**src/rtl/ball_tick_gen.sv**
```systemverilog
// Ball move-tick generator: turns a clamped speed select N into a one-cycle
// move_tick every 2^(N+1) clocks, with pause, tick counting and tick-aligned speed changes.
module ball_tick_gen #(
    parameter int MIN_SEL   = 17,
    parameter int MAX_SEL   = 19,
    parameter int RESET_SEL = 19,
    parameter int TCNT_W    = 16
) (
    input  logic              clk,
    input  logic              reset,
    input  logic [5:0]        speed,
    input  logic              pause,
    input  logic              tick_clr,
    output logic              move_tick,
    output logic [5:0]        active_sel,
    output logic [TCNT_W-1:0] tick_count
);

    localparam int CNT_W = MAX_SEL + 1;

    localparam logic [5:0] MIN_S   = 6'(MIN_SEL);
    localparam logic [5:0] MAX_S   = 6'(MAX_SEL);
    localparam logic [5:0] RESET_S = 6'(RESET_SEL);

    logic [CNT_W-1:0]  cnt_q, cnt_d;
    logic              tick_q, tick_d;
    logic [5:0]        sel_q, sel_d;
    logic [TCNT_W-1:0] tcnt_q, tcnt_d;
    logic [CNT_W-1:0]  term;

    function automatic logic [5:0] clamp_sel(input logic [5:0] x);
        if (x < MIN_S)
            return MIN_S;
        else if (x > MAX_S)
            return MAX_S;
        else
            return x;
    endfunction

    // Terminal count 2^(sel+1)-1 is simply the low sel+1 bits set.
    function automatic logic [CNT_W-1:0] term_of(input logic [5:0] sel);
        logic [CNT_W-1:0] t;
        for (int i = 0; i < CNT_W; i++)
            t[i] = (i <= int'(sel));
        return t;
    endfunction

    assign term = term_of(sel_q);

    always_comb begin
        cnt_d  = cnt_q;
        tick_d = 1'b0;
        sel_d  = sel_q;
        tcnt_d = tcnt_q;
        if (!pause) begin
            if (cnt_q == term) begin
                cnt_d  = '0;
                tick_d = 1'b1;
                sel_d  = clamp_sel(speed);
                tcnt_d = tcnt_q + 1'b1;
            end else begin
                cnt_d = cnt_q + 1'b1;
            end
        end
        if (tick_clr)
            tcnt_d = '0;
    end

    always_ff @(posedge clk) begin
        if (reset) begin
            cnt_q  <= '0;
            tick_q <= 1'b0;
            sel_q  <= RESET_S;
            tcnt_q <= '0;
        end else begin
            cnt_q  <= cnt_d;
            tick_q <= tick_d;
            sel_q  <= sel_d;
            tcnt_q <= tcnt_d;
        end
    end

    assign move_tick  = tick_q;
    assign active_sel = sel_q;
    assign tick_count = tcnt_q;

endmodule

```
**config.mk**
```make
export PLATFORM = sky130hd
export DESIGN_NAME = ball_tick_gen
export DESIGN_NICKNAME = d
export VERILOG_FILES = /design/src/rtl/ball_tick_gen.sv
export SDC_FILE = /design/constraint.sdc
export NUM_CORES = 1
export LEC_CHECK = 0
export CORE_MARGIN = 2
export CORE_UTILIZATION = 35
export DETAILED_ROUTE_END_ITERATION = 8
export PLACE_DENSITY = 0.63
export SLEW_MARGIN = 25
export SYNTH_ARGS = -nofsm -noshare
export SYNTH_HDL_FRONTEND = slang
export SYNTH_SLANG_ARGS = --single-unit
```
**constraint.sdc**
```tcl
create_clock -name clk -period 3.1 [get_ports clk]
set_clock_uncertainty 0.2 [all_clocks]
set_input_delay 0.31 -clock clk [delete_from_list [all_inputs] [get_ports clk]]
set_output_delay 0.31 -clock clk [all_outputs]
set_load 0.01 [all_outputs]
```
# After elaboration in Yosys (flattened, before gate mapping)
# Cells that the tools add are included.
# Widths: inputs -> output; s select.
dict set report op_classes {
  n_addsub 2
  multipliers 0
  div 0
  magnitude_cmp 21
  n_eq_ne 1
  shifts 0
  n_mux 4
  n_bitwise 1
  reduce_logical 3
}
# operator n
set ops {}
lappend ops {{$le 4x6->1 const A} 8}
lappend ops {{$le 3x6->1 const A} 4}
lappend ops {{$le 5x6->1 const A} 4}
lappend ops {{$add 20x1->20 const B} 1}
lappend ops {{$eq 20x20->1} 1}
lappend ops {{$mux 20} 1}
lappend ops {{$add 16x1->16 const B} 1}
lappend ops {{$le 2x6->1 const A} 2}
lappend ops {{$mux 6} 2}
lappend ops {{$gt 6x5->1 const B} 1}
lappend ops {{$le 1x6->1 const A} 1}
lappend ops {{$lt 6x5->1 const B} 1}
lappend ops {{$reduce_or 2->1} 2}
lappend ops {{$reduce_and 2->1} 1}
lappend ops {{$mux 1} 1}
lappend ops {{$not 1->1} 1}
dict set report word_totals {
  ff_bits 43
  latch_bits 0
  mem_bits_rw 0
  mem_bits_ro 0
  input_bits 10
  word_cells 36
  mem_count 0
}

# Depth between registers and ports, before layout
dict set report depth {
  word_depth 3
  mapped_depth 11
  ltp_nobuf 7
}

# Worst setup path before layout
# No wires, ideal clock.
dict set report synth_path {
  path_kind {register -> register}
  from {reg sel_q[2] (netlist: active_sel[2])}
  to {reg tcnt_q[12] (netlist: tick_count[12])}
  setup_time_ps 70
  arrival_time_ps 2339
  t_required_ps 2830
  slack_ps 491
  stages_incl_launch_ff 11
  n_path_buf 3
  path_cell_list {dfxtp_1 -> buf_2 -> clkbuf_1 -> o21ai_0 -> a21oi_1 -> a41oi_1 -> nor4b_2 -> nand4_1 -> buf_2 -> or4_1 -> a21oi_1}
}
dict set report synth_between {
  elab_chain_cells 3
}
# element line_no
set synth_lines {}
lappend synth_lines {{from (decl)} 27} ;# logic [5:0] sel_q, sel_d;
lappend synth_lines {{from (signal assigned)} 78} ;# sel_q <= sel_d;
lappend synth_lines {{$le 1x6->1, or another cell as far along} 44} ;# t[i] = (i <= int'(sel));
lappend synth_lines {{$eq 20x20->1 *} 56} ;# if (cnt_q == term) begin
lappend synth_lines {{$reduce_and 2->1 (no source line) *} --}
lappend synth_lines {{to (signal assigned)} 79} ;# tcnt_q <= tcnt_d;
lappend synth_lines {{to (decl)} 28} ;# logic [TCNT_W-1:0] tcnt_q, tcnt_d;
# Every way passes the cells marked *; elsewhere a longest branch is shown, timed or not.
# A chain may end at the register's enable or synchronous reset.

# Final worst setup path
dict set report layout_path {
  from {reg sel_q[5] (netlist: active_sel[5])}
  to {reg tcnt_q[7] (netlist: tick_count[7])}
}
# Same word-level chain as after synthesis.

==> impl_metrics.csv <==
group,metric,value,unit
yosys,ys_warn_count,0,
routing,antenna_left,0,
global_route,grt_max_degree,39,
yosys,ys_seq_elements,43,
routing,wl_per_cell,14.48,microns
cts,cts_max_path_buffers,2,
final_layout,fillers,698,
sta,slew_headroom,50.30,%
sta,tightest_slew,0.7437,ns
placed_design,portBuffers,32,
placed_design,dp_hpwl,4293,microns
yosys,async_reset_ff_share,0,%
placed_design,pre_cts_slack,0.1988,ns
cts,clkLatencyLatePin,0.30,ns
yosys,synth_top_area_cell,"dfxtp_1",
placed_design,dp.cells,408,
yosys,yosys-top-cells-area,"dfxtp_1 (36%), xor2_1 (5.4%), a21oi_1 (5.4%)",
final_layout,layout.nets,347,
yosys,synth_top_area_share,35.54,%
placed_design,placed_area,2859,sq um
die,rows,30,
die,start_util,35.85,%
routing,wirelength,6023,microns
routing,drc,0,
sta,drv_slew,0,
critical_path,criticalPathCategory,"reg -> reg",
yosys,avgSynthCellArea,7.942,sq um
sta,min_period_over_period,93.38,%
critical_path,critPathArrivalTime,2.93,ns
global_route,first_global_vias,2072,
routing,dr.pass1.iters,4,
yosys,ys_seq_area_share,35.54,%
critical_path,worstPathCellList,"or3_1 > o31ai_1 > o2111ai_1 > nor4b_2 > nand4_1 > buf_12 > or4_1 > a21oi_1",
placed_design,routabilityCongestion,0.8848,
final_layout,syn_to_final_growth,23.55,%
sta,period_needed,2.895,ns
critical_path,crit_path_end_kind,"register",
yosys,netlist_area,2422,sq um
cts,cts_sinks,43,
sta,grt_setup_unrepaired,"no",
power_and_ir_drop,power_leakage,0.0009895,uW
sta,finalSetupTns,0,ns
routing,wl_met3,161,microns
final_layout,final_area,2993,sq um
cts,htree_levels,2,
critical_path,cp.required,3.13,ns
sta,setup_slack,0.2054,ns
die,dieArea,7602,sq um
sta,fmax,345.5,MHz
yosys,synth_nets,317,
routing,topRoutingLayerUsed,"met4",
critical_path,startpoint_type,"register",
global_route,grt_remaining_overflow,0,
final_layout,multi_input_area,1436,sq um
yosys,synth_cell_types,51,
cts,clk_pin_slew,0.09,ns
yosys,synth_edf_count,0,
cts,ctsHoldBuffers,0,
die,die_w,87.19,microns
final_layout,num_antenna_cells,0,
cts,cts-root-buf,"clkbuf_8",
final_layout,finalNonFillerCells,416,
cts,cts_tree,"done",
routing,vias,2343,
final_layout,seq_area,862.1,sq um
global_route,antenna_found_initial,0,
final_layout,drive_gt1_share,7.738,%
routing,met1_length,3125,microns
job,maxCapViolations,0,
sta,finalHoldViolCount,0,
routing,drt-initial-drc-count,106,
sta,finalSetupViolations,0,
yosys,synthFlopType,"dfxtp_1",
critical_path,path_max_fanout,38,
global_route,groute.usage.overall,16.47,%
cts,cts_buffers,5,
power_and_ir_drop,powerDensity,377.1,nW/um^2
routing,met2_length,2638,microns
critical_path,cp_slowest_stage_delay,0.51,ns
power_and_ir_drop,ir_drop,0.0002078,V
die,placeableCoreArea,6756,sq um
global_route,grt_pass1_wl,10130,microns
outcome,status,"complete, no violations",
die,io_pins,33,
die,chipHeight,87.19,microns
hold_path,min_path_type,"reg -> reg",
routing,via_per_inst,5.632,
yosys,syn_inst,305,
critical_path,slowest_stage,"or4_1",
kinds of logic after synthesis:
group | after synthesis | share of synthesized area [%]
and+or+nand+nor | 132 | 29.44
AOI/OAI and AO/OA | 75 | 20.04
DFF | 43 | 35.54
buffers and inverters | 29 | 5.165
xor gates and xnor gates | 22 | 7.955
adders and majority gates | 3 | 1.446
muxes | 1 | 0.4132
report_power, final:
group          leakage, uW  internal, uW  switching (uW)  total (uW)
registers         0.000347           555            5.49         560
clock network    0.0000654           322             208         530
logic             0.000577          19.3            19.0        38.2
synthesized netlist by cell type, types with 2 or more instances:
cell      count
a21oi_1      26
a22oi_1       2
a31o_2        2
and3_1        8
and4_1        2
buf_1         2
buf_2         6
clkbuf_1     10
dfxtp_1      43
ha_1          2
inv_1         9
nand2_1      25
nand3_1      15
nand4_1      11
nor2_1       29
nor3_1        8
nor3b_1       2
nor4_1        2
o21a_1        2
o21ai_0      12
o311ai_0      2
o31ai_1      16
o41ai_1       2
or2_2         2
or3_1         4
or4_1        16
xnor2_1       7
xor2_1       15
final cells by class:
type / instances / share of cell area (%)
inverters: 9 / 1.129
well taps: 80 / 3.344
multi-input cells: 233 / 47.99
clock inverters: 2 / 2.007
repair buffers: 43 / 14.30
clock buffers: 6 / 2.425
flip-flops and latches: 43 / 28.80
per-layer routing:
layer	up-vias	track usage, %
li1	1191	-
met1	1109	24.11
met2	35	24.77
met3	8	2.559
met4	0	5.175
met5	-	0
through the flow:
step	total power [uW]	hold WS (ns)	util (%)
5_1_grt	1156	0.3125	44.30
3_3_place_gp	611.4	0.2665	42.31
6_report	1129	0.2914	44.30
4_1_cts	1138	0.2917	44.28
3_5_place_dp	611.8	0.2743	42.31
2_1_floorplan	588.9	0.1791	-
placed cells by master, fill, tap and decap left out, drive strengths merged, types with 2 or more instances in the layout:
cell and n:
o21ai 12, a22oi 2, xor2 15, o311ai 2, buf 11, clkdlybuf4s50 32
inv 9, clkbuf 6, or4 16, xnor2 7, nor4 2, and4 2
a21oi 27, bufinv 2, nand2 25, or2 2, nand4 11, o41ai 2
o31ai 16, ha 2, a31o 2, nor3b 2, o21a 2, dfxtp 43
nor3 8, nor2 29, and3 8, nand3 15, or3 5
path summary, 6_finish.rpt:
path	startpoint	endpoint	slack (ns)	cells past startpoint
worst max-delay path	active_sel[5]$_SDFFE_PP0P_	tick_count[7]$_SDFFE_PP0P_	0.21	8
worst min-delay path	tick_count[15]$_SDFFE_PP0P_	tick_count[15]$_SDFFE_PP0P_	0.29	2
worst max register to register	active_sel[5]$_SDFFE_PP0P_	tick_count[7]$_SDFFE_PP0P_	0.21	8
worst min register to register	tick_count[15]$_SDFFE_PP0P_	tick_count[15]$_SDFFE_PP0P_	0.29	2
flip-flops by register name (all words and copies together), names as in the netlist:
register and count:
cnt_q 20, move_tick 1, active_sel 6, tick_count 16
worst max-delay path: cells and delay by family, from the launching register on:
kind            cells  cell delay, ns
compound gates      3            0.61
flops               1            0.43
buf+inv             1            0.21
simple gates        4            1.37
timing repair:
action | CTS | global route
setup endpoints to repair | 0 | 5
setup buffers | 0 | 0
gates resized for setup | 0 | 1
No activity file was read; power rests on OpenSTA's default activity.
